**src/rtl/i2s_pkg.sv**
```systemverilog
// Shared constants for the I2S transmit path: default widths and the
// lrclk channel encoding.
package i2s_pkg;

  localparam int I2S_DATA_BIT_WIDTH = 24;
  localparam int SLOT_BIT_WIDTH     = 32;

  localparam logic LR_LEFT  = 1'b0;
  localparam logic LR_RIGHT = 1'b1;

endpackage

```
**src/rtl/i2s_transmitter_if.sv**
```systemverilog
// Sample-source handshake plus serial link of the I2S transmitter.
// master = sample source / link observer, slave = the transmitter itself.
interface i2s_transmitter_if
  import i2s_pkg::*;
#(
  parameter int W = I2S_DATA_BIT_WIDTH
);

  logic [W-1:0] s_left;
  logic [W-1:0] s_right;
  logic         s_valid;
  logic         s_ready;
  logic         lrclk;
  logic         sdata;
  logic         tx_underrun;

  modport master (
    output s_left, s_right, s_valid,
    input  s_ready, lrclk, sdata, tx_underrun
  );

  modport slave (
    input  s_left, s_right, s_valid,
    output s_ready, lrclk, sdata, tx_underrun
  );

endinterface

```
**src/rtl/i2s_slot_timer.sv**
```systemverilog
// Slot position counter and lrclk generator. slot_start / left_start are
// high in the cycle whose closing edge begins a new slot / a new left slot.
module i2s_slot_timer #(
  parameter int SLOT_BIT_WIDTH = i2s_pkg::SLOT_BIT_WIDTH
) (
  input  logic                              bclk,
  input  logic                              rst,
  output logic [$clog2(SLOT_BIT_WIDTH)-1:0] k,
  output logic                              lrclk,
  output logic                              slot_start,
  output logic                              left_start
);
  import i2s_pkg::*;

  localparam int KW = $clog2(SLOT_BIT_WIDTH);

  assign slot_start = (k == KW'(SLOT_BIT_WIDTH - 1));
  assign left_start = slot_start && (lrclk == LR_RIGHT);

  // Reset parks the timer on the last cycle of a right slot, so the first
  // edge after release opens a left slot.
  always_ff @(posedge bclk) begin
    if (!rst) begin
      k     <= KW'(SLOT_BIT_WIDTH - 1);
      lrclk <= LR_RIGHT;
    end else if (slot_start) begin
      k     <= '0;
      lrclk <= ~lrclk;
    end else begin
      k     <= k + 1'b1;
    end
  end

endmodule

```
**src/rtl/i2s_transmitter.sv**
```systemverilog
// I2S transmitter: one-entry holding buffer, frame register and MSB-first
// shifter with a one-bit delay. Define I2S_TX_UNDERRUN_COUNT_EN for underrun_count.
module i2s_transmitter #(
  parameter int I2S_DATA_BIT_WIDTH = i2s_pkg::I2S_DATA_BIT_WIDTH,
  parameter int SLOT_BIT_WIDTH     = i2s_pkg::SLOT_BIT_WIDTH
) (
  input  logic                bclk,
  input  logic                rst,
  i2s_transmitter_if.slave    bus
`ifdef I2S_TX_UNDERRUN_COUNT_EN
  ,
  output logic [15:0]         underrun_count
`endif
);
  import i2s_pkg::*;

  localparam int W  = I2S_DATA_BIT_WIDTH;
  localparam int S  = SLOT_BIT_WIDTH;
  localparam int KW = $clog2(S);

  logic [KW-1:0] k;
  logic          lrclk;
  logic          slot_start;
  logic          left_start;

  logic          hold_full;
  logic [W-1:0]  hold_left;
  logic [W-1:0]  hold_right;
  logic [W-1:0]  frame_left;
  logic [W-1:0]  frame_right;
  logic [W-1:0]  word;
  logic [W-1:0]  shreg;
  logic          sdata_q;
  logic          underrun_q;
  logic          accept;
  logic          underrun_now;

  i2s_slot_timer #(
    .SLOT_BIT_WIDTH (S)
  ) u_slot_timer (
    .bclk       (bclk),
    .rst        (rst),
    .k          (k),
    .lrclk      (lrclk),
    .slot_start (slot_start),
    .left_start (left_start)
  );

  // Ready is gated by the raw reset input so the source sees no room while
  // the block is held in reset, regardless of the stale flag value.
  assign bus.s_ready   = rst && !hold_full;
  assign accept        = bus.s_valid && bus.s_ready;
  assign underrun_now  = left_start && !hold_full;

  assign bus.lrclk       = lrclk;
  assign bus.sdata       = sdata_q;
  assign bus.tx_underrun = underrun_q;

  // NOTE: the holding words are data only; hold_full alone says whether they
  // mean anything, so they need no reset and reset discards them implicitly.
  always_ff @(posedge bclk) begin
    if (accept) begin
      hold_left  <= bus.s_left;
      hold_right <= bus.s_right;
    end
  end

  // An accept on a frame-load edge can only happen with the buffer empty, so
  // it counts as an underrun and its frame waits in hold for the next frame.
  always_ff @(posedge bclk) begin
    if (!rst) begin
      hold_full   <= 1'b0;
      frame_left  <= '0;
      frame_right <= '0;
      underrun_q  <= 1'b0;
    end else begin
      underrun_q <= underrun_now;
      if (left_start) begin
        if (hold_full) begin
          frame_left  <= hold_left;
          frame_right <= hold_right;
        end else begin
          frame_left  <= '0;
          frame_right <= '0;
        end
      end
      if (accept) begin
        hold_full <= 1'b1;
      end else if (left_start) begin
        hold_full <= 1'b0;
      end
    end
  end

  assign word = (lrclk == LR_LEFT) ? frame_left : frame_right;

  // Slot cycle 0 is the idle I2S delay bit; the MSB is registered on the
  // edge leaving cycle 0, the LSB on the edge leaving cycle W-1.
  always_ff @(posedge bclk) begin
    if (!rst) begin
      sdata_q <= 1'b0;
      shreg   <= '0;
    end else if (slot_start) begin
      sdata_q <= 1'b0;
    end else if (k == '0) begin
      sdata_q <= word[W-1];
      shreg   <= {word[W-2:0], 1'b0};
    end else if (k < KW'(W)) begin
      sdata_q <= shreg[W-1];
      shreg   <= {shreg[W-2:0], 1'b0};
    end else begin
      sdata_q <= 1'b0;
    end
  end

`ifdef I2S_TX_UNDERRUN_COUNT_EN
  always_ff @(posedge bclk) begin
    if (!rst) begin
      underrun_count <= '0;
    end else if (underrun_now && (underrun_count != 16'hFFFF)) begin
      underrun_count <= underrun_count + 16'd1;
    end
  end
`endif

endmodule

```
**src/flat_wrapper.sv**
```systemverilog
// flat-port wrapper written by rule: the top's interface ports become plain ports
module i2s_transmitter_flat import i2s_pkg::*;
#(
  parameter int I2S_DATA_BIT_WIDTH = i2s_pkg::I2S_DATA_BIT_WIDTH,
  parameter int SLOT_BIT_WIDTH     = i2s_pkg::SLOT_BIT_WIDTH
)
  (bclk, rst, bus_s_left, bus_s_right, bus_s_valid, bus_s_ready, bus_lrclk, bus_sdata, bus_tx_underrun);
  i2s_transmitter_if bus_i ();
  input  logic bclk;
  input  logic rst;
  input wire logic [$bits(bus_i.s_left)-1:0] bus_s_left;
  input wire logic [$bits(bus_i.s_right)-1:0] bus_s_right;
  input wire logic [$bits(bus_i.s_valid)-1:0] bus_s_valid;
  output wire logic [$bits(bus_i.s_ready)-1:0] bus_s_ready;
  output wire logic [$bits(bus_i.lrclk)-1:0] bus_lrclk;
  output wire logic [$bits(bus_i.sdata)-1:0] bus_sdata;
  output wire logic [$bits(bus_i.tx_underrun)-1:0] bus_tx_underrun;
  assign bus_i.s_left = bus_s_left;
  assign bus_i.s_right = bus_s_right;
  assign bus_i.s_valid = bus_s_valid;
  assign bus_s_ready = bus_i.s_ready;
  assign bus_lrclk = bus_i.lrclk;
  assign bus_sdata = bus_i.sdata;
  assign bus_tx_underrun = bus_i.tx_underrun;
  i2s_transmitter #(.I2S_DATA_BIT_WIDTH(I2S_DATA_BIT_WIDTH), .SLOT_BIT_WIDTH(SLOT_BIT_WIDTH)) u_core (.bclk(bclk), .rst(rst), .bus(bus_i));
endmodule
```
**config.mk**
```make
export PLATFORM = sky130hd
export DESIGN_NAME = i2s_transmitter_flat
export DESIGN_NICKNAME = d
export VERILOG_FILES = /design/src/rtl/i2s_pkg.sv /design/src/rtl/i2s_transmitter_if.sv /design/src/rtl/i2s_slot_timer.sv /design/src/rtl/i2s_transmitter.sv /design/src/flat_wrapper.sv
export SDC_FILE = /design/constraint.sdc
export NUM_CORES = 1
export LEC_CHECK = 0
export CAP_MARGIN = 40
export CORE_ASPECT_RATIO = 0.7
export CORE_UTILIZATION = 30
export DETAILED_ROUTE_END_ITERATION = 8
export GPL_TIMING_DRIVEN = 0
export PLACE_DENSITY = 0.54
export SYNTH_ARGS = -nofsm -noshare
export SYNTH_HDL_FRONTEND = slang
export SYNTH_SLANG_ARGS = --single-unit
```
**constraint.sdc**
```tcl
create_clock -name bclk -period 2.2 [get_ports bclk]
set_input_delay 0.33 -clock bclk [delete_from_list [all_inputs] [get_ports bclk]]
set_output_delay 0.33 -clock bclk [all_outputs]
set_load 0.02 [all_outputs]
```
==> summary.txt, run 1 <==
Outcome
  • Status: finished clean

Floorplanning
  • Core Box Area: 15800 sq um
  • Die span in y: 109 um
  • Row count: 38
  • DIE AREA: 16900 sq um
  • Starting Density: 31.2%
  • IO Pins: 55
  • Die W: 155 um

Logic synthesis
  • Adder-Cell Fraction of Synth Area: 0.763%
  • Syn nets: 463
  • Yosys synthesis warning count: 0
  • Synth Area per Inst: 12.0 sq um
  • Simple-gate area share of the yosys netlist: 10.9%
  • Synth Flop Type: dfxtp_1
  • Synth top cells by count: dfxtp_1, nand2_1, nand3_1
  • Syn Std Cell Area: 4920 sq um
  • Leading area contributor after synthesis: dfxtp_1
  • Netlist cell types: 28
  • Synth async-reset ratio: 0%
  • #FFs+latches synth: 128
  • EDFF count, synth: 48
  • Post-synthesis xor/xnor area fraction: 0.356%
  • Sequential fraction of the synthesis area: 61.8%
  • Most frequent cell after synthesis: dfxtp_1
  • Synthesized instance count: 409
  • Post-synthesis mux area share: 9.96%
  • Compound-Gate Fraction of Synth Area: 12.3%
  • Main combinational cell family by area after synthesis: compound AO/OA/AOI/OAI gates
  • Top cells by area, synth: dfxtp_1, edfxtp_1, a21boi_0, mux2_2, nand3_1
  • Synth top area share: 32.5%

Timing
  • Fmax: 502 MHz
  • Worst hold slack: 339 ps
  • Final Setup Violations: 0
  • Slew HR: 60.8%
  • Clk_skew: 6.37 ps
  • Max-slew violation total from the final report: 0
  • RSZ-0062 raised after global routing: false
  • Worst Max-Slew Pin Slew: 588 ps
  • Part of the cycle the worst path needs: 90.6%
  • Final min period: 1990 ps
  • Final Hold Vio Count: 0

Final layout
  • Multi-input gate area: 1690 sq um
  • Share of cells above drive strength 1: 15.3%
  • Fin area: 6300 sq um
  • NumNets Final: 537
  • Register cell area after layout: 3040 sq um
  • Layout area overhead: 28.0%
  • FILL cells: 1570
  • Post-Layout Cell Count: 716
  • Fin util: 39.9%
  • ANT cells: 0

Critical path
  • Worst R2R End: u_core.frame_right[11]
  • CP endpoint: u_core.frame_right[11]
  • R2R setup slack: 210 ps
  • Critical path origin: u_core.u_slot_timer.k[0]
  • Reg2Reg Depth: 7
  • Worst EP required: 2530 ps
  • Critical path capture point type: flop
  • Startpoint Class: flop
  • WP data arrival: 2320 ps
  • Crit path kind: reg2reg
  • Worst reg2reg startpoint: u_core.u_slot_timer.k[0]
  • Worst-path fanout max: 10

Placed design
  • Dpl hpwl: 7390 um
  • Number of port buffers: 54
  • Gpl congestion: 0.731
  • Placed cell areas: 5760 sq um
  • Placed cells: 684

CTS
  • Clock Path Buffers: 2
  • # clock sinks: 128
  • Clock root cell: clkbuf_16
  • TritonCTS clock tree: built
  • # Post-CTS Setup Buffers: 0
  • Clk slew on worst S/H paths: 50 ps
  • CTS Buf Count: 17
  • Clk_lat worst skew: 410 ps
  • # H-tree levels: 4

Pwr
  • Clock group share of total power: 37.5%
  • Switch share: 29.1%
  • Pleak: 0.00212 uW
  • P per Cell Area: 1050 nW/um^2
  • Peak supply drop: 0.600 mV
  • Register share of total power: 41.9%
  • Pint: 4680 uW
  • Comb pwr share: 20.6%
  • Net Switching: 1920 uW

GRT
  • Initial antenna violation count: 0
  • Vias in the first global route: 3358
  • Global-route wire length before repair: 17600 um
  • Largest net degree at the start of global routing: 40
  • GRT overflow: 0
  • Tot GR Track Use: 14.0%

Run
  • Maxcap violations: 0

Route
  • Routed Antenna Nets: 0
  • DR vias: 3215
  • Router iterations before antenna repair: 4
  • DRT iter0 DRCs: 158
  • Total Wirelength: 10600 um
  • DRC: 0
  • Via density: 4.49
  • Wire per inst: 14.8 um

Hold path
  • Hold Crit Class: in2reg
## power groups by stage
stage	clock network, uW	logic [uW]	registers, uW
after floorplan	0	853	2790
after global placement	0	1320	2800
after detailed placement	0	1350	2810
after CTS	2530	1360	2760
after global routing	2660	1500	2790
final	2470	1360	2760
## final cells by class
class	instances	area share, %
repair buffers	55	8.91
inverters	3	0.179
plain buffers	33	3.02
clock inverters	8	0.576
flip-flops and latches	128	48.3
well taps	220	4.37
multi-input cells	245	26.9
clock buffers	24	7.80
## timing repair
| item | in CTS | in global routing |
|---|---|---|
| hold endpoints to repair | 0 | 0 |
| resized for setup | 4 | 7 |
| hold buffers | 0 | 0 |
| cloned | 0 | 0 |
| setup endpoints to repair | 40 | 50 |
## per-stage QoR
| stage | setup TNS (ps) | setup slack, ps | total power, uW |
|---|---|---|---|
| floorplan | 0 | 90.6 | 3640 |
| global route | 0 | 13.1 | 6950 |
| CTS | 0 | 20.0 | 6660 |
| global placement | -39680 | -825 | 4120 |
| finish | 0 | 207 | 6600 |
| detailed placement | -21460 | -496 | 4160 |
## how the worst min path moves through the flow
stage / startpoint / endpoint / slack [ps] / cells past startpoint
2_1_floorplan: u_core.frame_right[10] / u_core.frame_right[10] / 430 / 2
3_3_place_gp: u_core.frame_right[9] / u_core.frame_right[9] / 440 / 2
3_5_place_dp: u_core.frame_right[10] / u_core.frame_right[10] / 440 / 2
4_1_cts: u_core.frame_right[10] / u_core.frame_right[10] / 450 / 2
5_1_grt: rst / u_core.bus.sdata / 370 / 3
6_report: rst / u_core.bus.sdata / 340 / 3
## cells by family (layout without fill, tap and decap cells)
logic type | count (synthesis) | in the layout
buf+inv | 36 | 123
xor+xnor | 2 | 2
flops | 128 | 128
mux | 46 | 46
fa+ha+maj | 3 | 3
simple gates | 115 | 115
compound gates | 79 | 79
## layout by cell type (no fill, tap or decap), types with 2 or more instances in the layout
cell type and count:
dfxtp_1 80, nand2_1 52, clkdlybuf4s50_1 52, nand3_1 50, edfxtp_1 48, a21boi_0 38
mux2_2 24, mux2i_1 22, o2bb2ai_1 22, clkbuf_16 17, clkbuf_1 15, buf_2 13
a21boi_1 11, o21ai_0 5, clkinv_2 5, nand2b_1 4, clkbuf_8 4, inv_1 3
buf_12 3, clkinv_1 3, clkbuf_4 2, and2_1 2, a21oi_1 2, clkbuf_2 2
ha_1 2
## worst max-delay path, cell delays in order, from the launching register on
cell      delay [ps]
dfxtp_1          330
ha_1             230
and3_2           220
ha_2             230
nand2_1          130
clkbuf_1         470
nand2_1          100
a21boi_0         190
## registers in the layout, summed over array words and instances, names as in the netlist
| name | flops |
|---|---|
| u_core.shreg | 23 |
| u_core.frame_right | 24 |
| u_core.frame_left | 24 |
| u_core.bus.tx_underrun | 1 |
| u_core.u_slot_timer.lrclk | 1 |
| u_core.bus.sdata | 1 |
| u_core.u_slot_timer.k | 5 |
| u_core.hold_left | 24 |
| u_core.hold_full | 1 |
| u_core.hold_right | 24 |
## per-layer routing
layer  track usage, %  wire length (um)  vias up
met5                0                 0        -
met4             4.46                89        0
met3             4.69               517       10
met2             20.7              4450       52
met1             19.3              5540     1536
li1                 -                 -     1617
Power figures use the tool's default switching activity.
==> run 2, diff against run 1 <==
--- a/config.mk
+++ b/config.mk
@@ -7,9 +7,11 @@
 export LEC_CHECK = 0
 export CAP_MARGIN = 40
 export CORE_ASPECT_RATIO = 0.7
+export CORE_MARGIN = 1.5
 export CORE_UTILIZATION = 30
 export DETAILED_ROUTE_END_ITERATION = 8
 export GPL_TIMING_DRIVEN = 0
+export HOLD_SLACK_MARGIN = 0.06
 export PLACE_DENSITY = 0.54
 export SYNTH_ARGS = -nofsm -noshare
 export SYNTH_HDL_FRONTEND = slang
==> run 2 against run 1 <==
  * Final area grew 0.44%
  * Clock skew grew 5.8 ps
  * Fmax shrank 3.1%
  * Clock power grew 7%
  * Combinational power is essentially flat
==> summary.txt, run 2 (synthesis gave the netlist of run 1 again) <==
GRT
  • Tot GR Track Use: 13.7% (-0.37 points)
  • Vias in the first global route: 3275 (-2.5%)
  • GRT overflow: 0 (unchanged)
  • Largest net degree at the start of global routing: 40 (unchanged)
  • Global-route wire length before repair: 17400 um (-1.3%)
  • Initial antenna violation count: 0 (unchanged)

CTS
  • CTS Buf Count: 17 (unchanged)
  • # H-tree levels: 4 (unchanged)
  • TritonCTS clock tree: built
  • Clock Path Buffers: 2 (unchanged)
  • Clock root cell: clkbuf_16
  • Post-CTS Hold Buffers: 0 (unchanged)
  • # Post-CTS Setup Buffers: 0 (unchanged)
  • # clock sinks: 128 (unchanged)
  • Clk_lat worst skew: 410 ps (about the same)
  • Clk slew on worst S/H paths: 60 ps (about the same)

Hold path
  • Hold Path Depth: 2 (-1)
  • Hold Crit Class: reg2reg
  • Hold_sp: u_core.frame_left[17]
  • Hold endpoint: u_core.frame_left[17]

Route
  • Wire per inst: 14.9 um (+0.59%)
  • Via density: 4.51 (+0.47%)
  • DRC: 0 (unchanged)
  • Router iterations before antenna repair: 4 (unchanged)
  • Routed Antenna Nets: 0 (unchanged)
  • Total Wirelength: 10700 um (+0.59%)
  • DRT iter0 DRCs: 183 (+16%)
  • DR vias: 3230 (+0.47%)

Run
  • Maxcap violations: 0 (unchanged)

Timing
  • Fmax: 486 MHz (-3.1%)
  • RSZ-0062 raised after global routing: false
  • Clk_skew: 12.1 ps (+5.76 ps)
  • Final min period: 2060 ps (+63.6 ps)
  • Slew HR: 59.2% (-1.7 points)
  • Worst Max-Slew Pin Slew: 613 ps (+24.9 ps)
  • Final Hold Vio Count: 0 (unchanged)
  • Worst hold slack: 449 ps (+109 ps)
  • Part of the cycle the worst path needs: 93.5% (+2.9 points)
  • Final Setup Violations: 0 (unchanged)
  • Max-slew violation total from the final report: 0 (unchanged)

Critical path
  • WP depth: 5 (-2)
  • Critical path capture point type: flop
  • R2R setup slack: 180 ps (-30 ps)
  • WP data arrival: 2140 ps (-180 ps)
  • Startpoint Class: input pin
  • Worst R2R End: u_core.frame_left[23]
  • Crit-path cells: clkdlybuf4s50_1, clkbuf_4, nor2b_1, and2_2, buf_12
  • Crit path buffers/inverters: 3 (+2)
  • Worst reg2reg startpoint: u_core.u_slot_timer.k[0]
  • Slowest-stage cell, CP: clkdlybuf4s50_1
  • Top delay family on crit path: buffers and inverters
  • Worst EP required: 2290 ps (-240 ps)
  • Crit path kind: in2reg
  • Reg2Reg Depth: 8 (+1)
  • Worst-path fanout max: 39 (+29)
  • CP peak stage delay: 620 ps (+150 ps)

Floorplanning
  • IO Pins: 55 (unchanged)
  • Starting Density: 31.2% (unchanged)
  • Die span in y: 110 um (+0.92%)
  • Core Box Area: 15800 sq um (unchanged)
  • Die W: 156 um (+0.64%)
  • Row count: 38 (unchanged)
  • DIE AREA: 17200 sq um (+1.6%)

Placed design
  • Placed cell areas: 5760 sq um (unchanged)
  • Number of port buffers: 54 (unchanged)
  • Gpl congestion: 0.715 (-2.1%)
  • Dpl hpwl: 7460 um (+0.93%)

Pwr
  • P per Cell Area: 1070 nW/um^2 (+2.4%)
  • Peak supply drop: 0.682 mV (+14%)
  • Pleak: 0.00212 uW (about the same)

Final layout
  • Layout area overhead: 28.6%
  • Commonest non-fill, non-tap cell in the layout: dfxtp_1
  • NumNets Final: 537 (unchanged)
  • ANT cells: 0 (unchanged)
  • Fin area: 6330 sq um (+0.44%)
  • Commonest non-fill, non-tap cells in the layout: dfxtp_1, clkdlybuf4s50_1, nand2_1
  • Share of cells above drive strength 1: 15.1% (-0.20 points)

Outcome
  • Status: finished clean
run 2: what timing repair did:
action	4_1_cts	5_1_grt
cloned	0	0
gates resized for setup	3	10
pin swaps	0	0
endpoints found under the setup margin	40	53
run 2: area by class of cell:
cell class              instances  area [sq um]
fillers                      1538          9460
plain buffers                  33           195
repair buffers                 55           556
well taps                     220           275
inverters                       3          11.3
multi-input cells             245          1690
clock inverters                 8          87.6
clock buffers                  24           472
flip-flops and latches        128          3040
run 2: worst max path at each step:
stage                                  start                endpoint  slack [ps]
finish                                   rst   u_core.hold_right[23]         140
global route        u_core.u_slot_timer.k[0]  u_core.frame_right[15]           3
CTS                                      rst             bus_s_ready          10
detailed placement                       rst             bus_s_ready        -470
global placement                         rst   u_core.hold_right[23]        -840
floorplan                                rst     u_core.hold_left[0]          90
run 2: worst register-to-register path, cell delays in order, from the launching register on:
cell	delay, ps
dfxtp_1	370
ha_1	200
and3_2	190
ha_2	280
and2_1	150
buf_2	130
buf_2	270
nand3_1	140
a21boi_0	210
run 2: where the power goes:
| part | leakage (uW) | internal, uW | switching, uW |
|---|---|---|---|
| clock | 0.000277 | 1710 | 939 |
| combinational | 0.000755 | 498 | 875 |
| sequential | 0.00109 | 2650 | 110 |
| total | 0.00212 | 4860 | 1920 |
run 2: per-stage QoR:
step / setup TNS (ps) / std cells / util [%] / power (uW) / worst slack (ps)
after floorplan: 0 / 409 / - / 3640 / 90.6
after global placement: -40360 / 683 / 36.4 / 4120 / -838
after detailed placement: -19960 / 684 / 36.5 / 4160 / -467
after CTS: 0 / 716 / 40.0 / 6820 / 14.5
after global routing: 0 / 716 / 40.1 / 7110 / 3.45
final: 0 / 716 / 40.1 / 6790 / 144
run 2: routing by layer:
metal | routed length (um) | GRT usage, %
met5 | 0 | 0
met4 | 102 | 4.29
met3 | 326 | 4.22
met2 | 4560 | 20.2
met1 | 5670 | 19.1
==> run 3, diff against run 2 <==
--- a/config.mk
+++ b/config.mk
@@ -6,11 +6,9 @@
 export NUM_CORES = 1
 export LEC_CHECK = 0
 export CAP_MARGIN = 40
-export CORE_ASPECT_RATIO = 0.7
 export CORE_MARGIN = 1.5
 export CORE_UTILIZATION = 30
 export DETAILED_ROUTE_END_ITERATION = 8
-export GPL_TIMING_DRIVEN = 0
 export HOLD_SLACK_MARGIN = 0.06
 export PLACE_DENSITY = 0.54
 export SYNTH_ARGS = -nofsm -noshare
==> run 3 against run 2 <==
  * Wire length fell by 10%
  * Highest routed layer unchanged
  * Critical path depth rose by 2
  * Worst setup slack improved by 110 ps
  * Sequential share of layout area rose by 1.1 points
  * Largest power group unchanged
  * Final area fell by 2.2%
  * Final cell count fell by 3.9%
  * Register-to-register slack improved by 70 ps
  * Clock power fell by 6%
  * Global-route usage fell by 1.2 points
==> summary.txt, run 3 (synthesis gave the netlist of run 1 again) <==
CTS
  • CTS Buf Count: 17 (unchanged)
  • # H-tree levels: 4 (unchanged)
  • PostCTS Resize Cnt: 0 (-3)
  • # Post-CTS Setup Buffers: 0 (unchanged)
  • Clk slew on worst S/H paths: 50 ps (about the same)
  • Clk_lat worst skew: 410 ps (about the same)
  • Clock root cell: clkbuf_16
  • # clock sinks: 128 (unchanged)
  • Clock Path Buffers: 2 (unchanged)
  • TritonCTS clock tree: built
  • Post-CTS Hold Buffers: 0 (unchanged)

Final layout
  • Share of cells above drive strength 1: 13.3% (-1.8 points)
  • Register cell area after layout: 3040 sq um (unchanged)
  • Post-Layout Cell Count: 688 (-3.9%)
  • ANT cells: 0 (unchanged)
  • FILL cells: 1539 (+0.065%)
  • NumNets Final: 513 (-4.5%)
  • Commonest non-fill, non-tap cell in the layout: dfxtp_1
  • Multi-input gate area: 1700 sq um (+0.37%)
  • Layout area overhead: 25.8%
  • Commonest non-fill, non-tap cells in the layout: dfxtp_1, clkdlybuf4s50_1, nand2_1

Placed design
  • Dpl hpwl: 5940 um (-20%)
  • Number of port buffers: 54 (unchanged)
  • Placed cells: 656 (-4.1%)
  • Gpl congestion: 0.693 (-3.1%)

Route
  • Router iterations before antenna repair: 6 (+2)
  • DRC: 0 (unchanged)
  • Routed Antenna Nets: 0 (unchanged)
  • Wire per inst: 13.9 um (-6.9%)
  • DR vias: 3086 (-4.5%)
  • Via density: 4.49 (-0.57%)
  • Total Wirelength: 9540 um (-10%)
  • DRT iter0 DRCs: 99 (-46%)

Timing
  • Worst hold slack: 457 ps (+8.16 ps)
  • Worst Max-Slew Pin Slew: 520 ps (-92.9 ps)
  • RSZ-0062 raised after global routing: false
  • Part of the cycle the worst path needs: 88.5% (-4.9 points)
  • Max-slew violation total from the final report: 0 (unchanged)
  • Final Hold Vio Count: 0 (unchanged)
  • Total negative slack: 0 ps (unchanged)
  • Fmax: 513 MHz (+5.6%)
  • Final min period: 1950 ps (-109 ps)
  • Slew HR: 65.4% (+6.2 points)
  • Clk_skew: 5.50 ps (-6.62 ps)
  • Final Setup Violations: 0 (unchanged)

Floorplanning
  • Starting Density: 30.9% (-0.31 points)
  • Row count: 46 (+21%)
  • Die span in y: 131 um (+19%)
  • IO Pins: 55 (unchanged)
  • Core Box Area: 15900 sq um (+1.0%)
  • Die W: 131 um (-16%)
  • DIE AREA: 17200 sq um (about the same)

Critical path
  • Worst-path fanout max: 51 (+31%)
  • Startpoint Class: flop
  • WP data arrival: 2270 ps (+130 ps)
  • Critical path capture point type: flop
  • Worst EP required: 2520 ps (+230 ps)
  • CP peak stage delay: 380 ps (-240 ps)
  • Most used cell, CP: ha_1
  • R2R setup slack: 250 ps (+70 ps)
  • Crit path kind: reg2reg
  • Crit-path cells: ha_1, and3_2, ha_1, and2_1, buf_12, nand3_1, a21boi_0
  • Slowest-stage cell, CP: dfxtp_1

Pwr
  • Pleak: 0.00206 uW (-3.2%)
  • Peak supply drop: 0.525 mV (-23%)
  • P per Cell Area: 1040 nW/um^2 (-2.5%)

GRT
  • GRT overflow: 0 (unchanged)
  • Largest net degree at the start of global routing: 59 (+48%)
  • Initial antenna violation count: 0 (unchanged)
  • Vias in the first global route: 3341 (+2.0%)
  • Tot GR Track Use: 12.4% (-1.2 points)
  • Global-route wire length before repair: 16000 um (-7.9%)

Outcome
  • Status: finished clean

Run
  • Maxcap violations: 0 (unchanged)

Hold path
  • Hold Crit Class: reg2reg
## run 3: cell count changes in the layout (fill, tap and decap cells not counted), sizes merged
| cell | previous run | this run |
|---|---|---|
| bufinv | 2 | 0 |
| inv | 3 | 4 |
| clkbuf | 43 | 27 |
| clkinvlp | 0 | 1 |
| clkdlybuf4s50 | 53 | 54 |
| buf | 16 | 10 |
| clkinv | 6 | 3 |
## run 3: metal layers
metal / up-vias / wire, um / global-route usage (%)
met2: 45 / 4960 / 21.8
met3: 10 / 344 / 4.38
met4: 0 / 106 / 5.24
li1: 1566 / - / -
met5: - / 0 / 0
met1: 1465 / 4130 / 13.7
## run 3: power by group
part | internal (uW) | switching (uW) | total, uW
Combinational | 468 | 736 | 1200
Sequential | 2650 | 120 | 2770
Clock | 1550 | 940 | 2490
## run 3: worst max-delay path, delay by kind of cell (launching register included)
kind / cells / cell delay, ps
adder cells (fa/ha/maj): 2 / 490
buffers and inverters: 1 / 230
flip-flops: 1 / 380
AO/OA/AOI/OAI: 1 / 220
AND/OR/NAND/NOR: 3 / 500
## run 3: final timing paths
kind                                 start                endpoint  cells after the start
setup / recovery  u_core.u_slot_timer.k[0]  u_core.frame_right[18]                      7
hold / removal       u_core.frame_left[15]   u_core.frame_left[15]                      2
setup reg to reg  u_core.u_slot_timer.k[0]  u_core.frame_right[18]                      7
hold reg to reg      u_core.frame_left[15]   u_core.frame_left[15]                      2
## run 3: per-stage QoR
stage	area, sq um	total power [uW]	util [%]	worst slack, ps
6_report	6190	6470	38.8	252
4_1_cts	6190	6580	38.8	209
3_5_place_dp	5660	4060	35.5	229
2_1_floorplan	4920	3640	-	90.6
3_3_place_gp	5660	4020	35.5	255
5_1_grt	6190	6840	38.8	45.8
## run 3: layout make-up
cell class	instances	share of cell area, %
Clock buffer	27	8.12
Clock inverter	5	0.465
Inverter	3	0.182
Multi-Input combinational cell	245	27.4
Sequential cell	128	49.1
Tap cell	216	4.36
Timing Repair Buffer	64	10.3
